<file path="src/rtl/mem_if_pkg.sv">
// mem_if_pkg: line/address widths, arbiter state encoding and client IDs
// shared between the caches and the memory arbiter.
package mem_if_pkg;
    localparam int ADDR_W = 28;
    localparam int LINE_W = 128;
    typedef enum logic [1:0] {
        S_IDLE = 2'd0,
        S_BUSY = 2'd1,
        S_DONE = 2'd2
    } state_t;
    localparam logic CL_I = 1'b0;
    localparam logic CL_D = 1'b1;
endpackage

</file>
<file path="src/rtl/rr_arb2.sv">
// rr_arb2: combinational two-request round-robin grant; on a tie the client
// not granted last wins (last_d_i=0 means I was last, so D wins).
module rr_arb2 (
    input  logic req_i_i,
    input  logic req_d_i,
    input  logic last_d_i,
    output logic any_o,
    output logic gnt_d_o
);
    assign any_o   = req_i_i | req_d_i;
    assign gnt_d_o = req_d_i & (~req_i_i | ~last_d_i);
endmodule

</file>
<file path="src/rtl/mem_arbiter.sv">
// mem_arbiter: serialises I-cache and D-cache line requests onto one memory
// port, returning each response with a registered one-cycle ready pulse.
module mem_arbiter
    import mem_if_pkg::*;
(
    input  logic              clk,
    input  logic              proc_reset,
    input  logic              ic_mem_read,
    input  logic [ADDR_W-1:0] ic_mem_addr,
    output logic [LINE_W-1:0] ic_mem_rdata,
    output logic              ic_mem_ready,
    input  logic              dc_mem_read,
    input  logic              dc_mem_write,
    input  logic [ADDR_W-1:0] dc_mem_addr,
    input  logic [LINE_W-1:0] dc_mem_wdata,
    output logic [LINE_W-1:0] dc_mem_rdata,
    output logic              dc_mem_ready,
    output logic              mem_read,
    output logic              mem_write,
    output logic [ADDR_W-1:0] mem_addr,
    output logic [LINE_W-1:0] mem_wdata,
    input  logic [LINE_W-1:0] mem_rdata,
    input  logic              mem_ready
);
    state_t              state_q, state_d;
    logic                last_d_q, last_d_d;
    logic                cl_q, cl_d;
    logic                rd_q, rd_d, wr_q, wr_d;
    logic [ADDR_W-1:0]   addr_q, addr_d;
    logic [LINE_W-1:0]   wdata_q, wdata_d;
    logic [LINE_W-1:0]   ic_rdata_q, ic_rdata_d, dc_rdata_q, dc_rdata_d;
    logic                ic_rdy_q, ic_rdy_d, dc_rdy_q, dc_rdy_d;
    logic                any_req, gnt_d;

    rr_arb2 u_arb (
        .req_i_i (ic_mem_read),
        .req_d_i (dc_mem_read | dc_mem_write),
        .last_d_i(last_d_q),
        .any_o   (any_req),
        .gnt_d_o (gnt_d)
    );

    always_comb begin
        state_d    = state_q;
        last_d_d   = last_d_q;
        cl_d       = cl_q;
        rd_d       = rd_q;
        wr_d       = wr_q;
        addr_d     = addr_q;
        wdata_d    = wdata_q;
        ic_rdata_d = ic_rdata_q;
        dc_rdata_d = dc_rdata_q;
        ic_rdy_d   = 1'b0;
        dc_rdy_d   = 1'b0;
        case (state_q)
            S_IDLE: if (any_req) begin
                state_d  = S_BUSY;
                last_d_d = gnt_d;
                cl_d     = gnt_d ? CL_D : CL_I;
                // read+write from the D-cache resolves to a write
                wr_d     = gnt_d & dc_mem_write;
                rd_d     = gnt_d ? ~dc_mem_write : 1'b1;
                addr_d   = gnt_d ? dc_mem_addr : ic_mem_addr;
                wdata_d  = gnt_d ? dc_mem_wdata : '0;
            end
            S_BUSY: if (mem_ready) begin
                state_d    = S_DONE;
                rd_d       = 1'b0;
                wr_d       = 1'b0;
                ic_rdata_d = (cl_q == CL_I) ? mem_rdata : ic_rdata_q;
                dc_rdata_d = (cl_q == CL_D) ? mem_rdata : dc_rdata_q;
                ic_rdy_d   = (cl_q == CL_I);
                dc_rdy_d   = (cl_q == CL_D);
            end
            default: state_d = S_IDLE;
        endcase
    end

    always_ff @(posedge clk or posedge proc_reset) begin
        if (proc_reset) begin
            state_q    <= S_IDLE;
            last_d_q   <= 1'b0;
            cl_q       <= CL_I;
            rd_q       <= 1'b0;
            wr_q       <= 1'b0;
            addr_q     <= '0;
            wdata_q    <= '0;
            ic_rdata_q <= '0;
            dc_rdata_q <= '0;
            ic_rdy_q   <= 1'b0;
            dc_rdy_q   <= 1'b0;
        end else begin
            state_q    <= state_d;
            last_d_q   <= last_d_d;
            cl_q       <= cl_d;
            rd_q       <= rd_d;
            wr_q       <= wr_d;
            addr_q     <= addr_d;
            wdata_q    <= wdata_d;
            ic_rdata_q <= ic_rdata_d;
            dc_rdata_q <= dc_rdata_d;
            ic_rdy_q   <= ic_rdy_d;
            dc_rdy_q   <= dc_rdy_d;
        end
    end

    assign mem_read     = rd_q;
    assign mem_write    = wr_q;
    assign mem_addr     = addr_q;
    assign mem_wdata    = wdata_q;
    assign ic_mem_rdata = ic_rdata_q;
    assign dc_mem_rdata = dc_rdata_q;
    assign ic_mem_ready = ic_rdy_q;
    assign dc_mem_ready = dc_rdy_q;
endmodule

</file>
<file path="config.mk">
export PLATFORM = sky130hd
export DESIGN_NAME = mem_arbiter
export DESIGN_NICKNAME = d
export VERILOG_FILES = /design/src/rtl/mem_if_pkg.sv /design/src/rtl/rr_arb2.sv /design/src/rtl/mem_arbiter.sv
export SDC_FILE = /design/constraint.sdc
export NUM_CORES = 1
export LEC_CHECK = 0
export ABC_AREA = 1
export CAP_MARGIN = 20
export CORE_AREA = 2 2 284 286
export DETAILED_ROUTE_END_ITERATION = 16
export DIE_AREA = 0 0 286 288
export SLEW_MARGIN = 20
export SYNTH_ARGS = -nofsm -noshare
export SYNTH_HDL_FRONTEND = slang
export SYNTH_SLANG_ARGS = --single-unit
</file>
<file path="constraint.sdc">
create_clock -name clk -period 13.3 [get_ports clk]
set_input_delay 2.66 -clock clk [delete_from_list [all_inputs] [get_ports clk]]
set_output_delay 2.66 -clock clk [all_outputs]
set_load 0.01 [all_outputs]
</file>
* Word level (Yosys, flattened, before mapping) *
Index checks and enable logic that the tools add are counted.

word-level totals
  word-level logic and storage cells = 46
  bits in writable memories = 0
  memory bits (read-only) = 0
  latch bits = 0
  register bits = 420
  memories kept = 0

cells by class
  div/mod/pow operators = 0
  eq/ne operators = 3
  $mul = 0
  order comparisons = 0
  $add $sub $neg = 0
  multiplexer cells = 16
  shift operators = 0
  bitwise gates (word level) = 9
  reduce and logical (&&, ||, !) cells = 7

operators by type and width
  operator                                                         count
  128-bit 2-to-1 mux                                               1
  28-bit 2-to-1 mux                                                1
  1-bit 2-to-1 mux                                                 9
  3-bit AND reduction                                              3
  2-bit 2-to-1 mux                                                 2
  2-bit != test, second input constant                             2
  1-bit NOT                                                        4
  1-bit case mux with 2 select lines                               2
  2-bit case mux with 2 select lines                               1
  2-bit AND reduction                                              2
  1-bit OR                                                         3
  1-bit AND                                                        2
  2-bit by 1-bit == test with 1-bit output, second input constant  1
  2-bit zero test                                                  1
  2-bit nonzero test                                               1

* Depth between registers and ports, before layout *
  depth in word-level cells = 6
  gate-level depth with buffers = 8
  depth with buffers taken out = 7

* Cells and area by module *
From an unflattened synthesis, not the netlist that was laid out.

unflattened totals
  cells, all modules = 1900
  area total of the unflattened synthesis = 16666.0 µm²

modules (own cells, without submodules)
  module       cells each  area each (µm²)  times used
  mem_arbiter  1897        16651.0          1
  rr_arb2      3           15.0             1

* Least setup slack after synthesis *
No wires, ideal clock.

  path kind = input-to-reg
  start point = input port dc_mem_write
  end point = register wdata_q[100] (netlist: mem_wdata[100])
  setup slack = 9.837 ns
  arrival = 3.333 ns
  stages = 5
  cells stage by stage = nor2_4 > nand2_4 > nand2_8 > clkbuf_1 > o21ai_1

on the way
  cells in the longest elaborated chain, start to end = 3

RTL lines
  what                                                       RTL line                      text
  start: declaration                                         mem_arbiter.sv:13             input logic dc_mem_write,
  1-bit OR *                                                 mem_arbiter.sv:37             .req_d_i (dc_mem_read | dc_mem_write),
  1-bit AND or 1-bit OR (tied branches)                      rr_arb2.sv:11, rr_arb2.sv:10
  128-bit 2-to-1 mux or 2-bit AND reduction (tied branches)  --
  end signal: assignment                                     mem_arbiter.sv:99             wdata_q <= wdata_d;
  end: declaration                                           mem_arbiter.sv:30             logic [LINE_W-1:0] wdata_q, wdata_d;

Mark *: on every way between the ends. The rest lies on a longest branch, timed or not.
A chain may end at the register's enable or synchronous reset.

* Final worst setup path *
  start point = input port dc_mem_write
  end point = register wdata_q[85] (netlist: mem_wdata[85])

Same word-level chain as after synthesis.

==> metrics.txt <==
status complete, no violations; TritonCTS clock tree yes; number of synthesized flops with an enable pin 0; worst setup slack before clock tree synthesis between 7 and 8 ns; Setup TNS Final 0 ns; fmax between 0.15 and 0.2 GHz; headroom to the max-slew limit 0.330; GRT overflow 0; post-layout worst setup margin between 7 and 8 ns; Placeable Area ~80000 µm²; Vias per Instance ~4; top-area cell type share of the netlist area 0.615; post-route clock period utilization 0.413; class of the worst hold path flip-flop to flip-flop; DR DRC count 0; IO Count around 730; row count ~100; clock skew ~0.015 ns; total of max-cap violations 0; layout cells sized above 1 0.0651; worst vdd rail ir drop roughly 0.37 mV; number of search-and-repair iterations in the first detailed-routing pass 5; vias after detailed routing 14400; Final Wtd Congestion between 0.8 and 0.9; final net count approximately 2800; count of final hold-check violations 0; largest cells by area after synthesis dfrtp_1, nand2_1, o21ai_1; number of global-route vias before repair about 14000; sink count of the clock tree ~420; synthesized area per cell between 9 and 10 µm²; launching element type of the critical path input pin; length in cells of the worst reg-to-reg path 9; number of gates resized after cts 0; synthesized area approximately 17000 µm²; count of mapped cells out of synthesis around 1800; pin slew with the least headroom to its limit 1.00 ns; Inserted Clock Buffers 48; number of failing setup endpoints in the final timing report 0; library cell occupying the most area in the post-synthesis netlist dfrtp_1; Post-synth top cells nand2_1, dfrtp_1, o21ai_1; dominant register cell in the synthesized netlist dfrtp_1; core occupancy in the finished layout 0.335; Power per Cell Area roughly 230 nW/µm²; Tmin final roughly 5.5 ns; all-layer global routing usage 0.140; Die W between 200 and 300 µm; root buffer selected by CTS clkbuf_16; DIE HEIGHT 288 µm; first-pass GRT wire length 88700 µm; post-synthesis net count 2117; post-detailed-routing wire length 60200 µm; die area approximately 82000 µm²; maximum number of pins on one net before global-route repair 196; number of different library cells in the post-synthesis netlist 23; detailed router's first-iteration violation count 906; critical-path maximum fanout 110; average wire per standard cell about 17 µm; Port Buf Inserts approximately 730; cell-internal power about 4.0 mW; yosys synthesis warning count 0; number of antenna violations at the first check in global routing 4; async set-reset flop share out of synthesis 1.00; Clock Tree Buf Depth 3; placed wire-length estimate after detailed placement 43600 µm; post-synthesis to final-layout area growth 56.4%; power dissipated by switching net loads roughly 2.2 mW; synthesized flop and latch total 419; number of nets with antenna violations after detailed routing 0; combinational share of power 0.432; CTS HTree Levels 2; cell depth of the worst hold path 2; setup repair after global routing missed its margin false; critical path class input pin to flip-flop; sequential share of power 0.349; final number of max-transition violations 0; hold-fix buffer count after cts 0; worst skew pair latency about 0.58 ns; sort of element at the end of the critical path flip-flop; sequential element share of the synthesized area 0.615; Post-CTS Setup Inserts 0; Clock Pin Slew Worst Setup and Hold Paths around 0.060 ns; effective utilization at floorplan 0.214; dominant cell by count in the synthesized netlist nand2_1; data arrival time at the worst-slack endpoint roughly 6.0 ns; Clk network pwr share 0.219; sw frac 0.357; Req. time, crit path between 10 and 15 ns; leak pwr roughly 12 nW
## stage by stage
step,cell area [µm²],std cells,hold WS [ns],power (mW)
2_1_floorplan,17000,1799,0.513,3.38
3_3_place_gp,25000,3479,0.461,4.83
3_5_place_dp,25000,3479,0.466,4.86
4_1_cts,26600,3564,0.482,6.26
5_1_grt,26700,3567,0.503,6.56
6_report,26700,3567,0.480,6.16
## worst max-delay path, cell delays in order
cell and delay (ns):
clkdlybuf4s50_1 0.52, nor2_4 0.21, nand2_4 0.09, nand2_8 0.51
buf_4 0.77, buf_4 0.68, buf_12 0.31, nand2_1 0.07
o21ai_1 0.08
## cells by family (layout without fill, tap and decap cells)
family | Yosys count | in the layout | share of synthesized area
compound gates | 388 | 388 | 0.128
simple gates | 670 | 670 | 0.165
other cells | 0 | 2 | 0
buf+inv | 322 | 1028 | 0.0912
flops | 419 | 419 | 0.615
## layer usage
metal | vias to the layer above | GRT usage | wire length (µm)
li1 | 7101 | - | -
met1 | 6683 | 0.170 | 24200
met2 | 452 | 0.232 | 29600
met3 | 116 | 0.0387 | 4200
met4 | 4 | 0.0581 | 2170
met5 | - | 0 | 23
## power by group through the flow
stage               Combinational [mW]  Sequential [mW]  Clock (mW)
CTS                               2.70             2.16        1.40
global placement                  2.67             2.16           0
global route                      2.90             2.22        1.44
finish                            2.66             2.15        1.35
floorplan                        0.984             2.39           0
detailed placement                2.69             2.17           0
## final timing paths
path                       slack, ns              end     startpoint
max in group asynchronous       9.11  dc_mem_rdata[2]     proc_reset
max                             7.80    mem_wdata[85]   dc_mem_write
min in group asynchronous       2.61    mem_wdata[93]     proc_reset
max reg2reg                    10.00    mem_wdata[85]     state_q[1]
min reg2reg                     0.48    mem_wdata[27]  mem_wdata[27]
min                             0.48    mem_wdata[27]  mem_wdata[27]
## placed cells by master, fill, tap and decap left out, drive strengths merged
cell,count
buf,14
a21oi,1
diode,2
clkinvlp,1
clkdlybuf4s50,733
clkinv,11
clkbuf,69
nor2,2
dfrtp,419
bufinv,4
nand2,480
o21ai,386
o31ai,1
inv,196
nand3,188
## registers in the layout, summed over array words and instances (netlist names)
signal	flops
ic_mem_rdata	128
mem_write	1
mem_read	1
mem_addr	28
dc_mem_rdata	128
state_q	2
dc_mem_ready	1
last_d_q	1
ic_mem_ready	1
mem_wdata	128
## layout make-up
cell class,instances,area (µm²)
inverter,196,739
timing repair buffer,747,7490
multi-input combinational,1058,5020
clock buffer,69,1370
fill,8249,53000
clock inverter,16,218
sequential,419,10500
tap,1060,1330
antenna,2,5.00
Note: power is estimated with default switching activity, not from simulation.
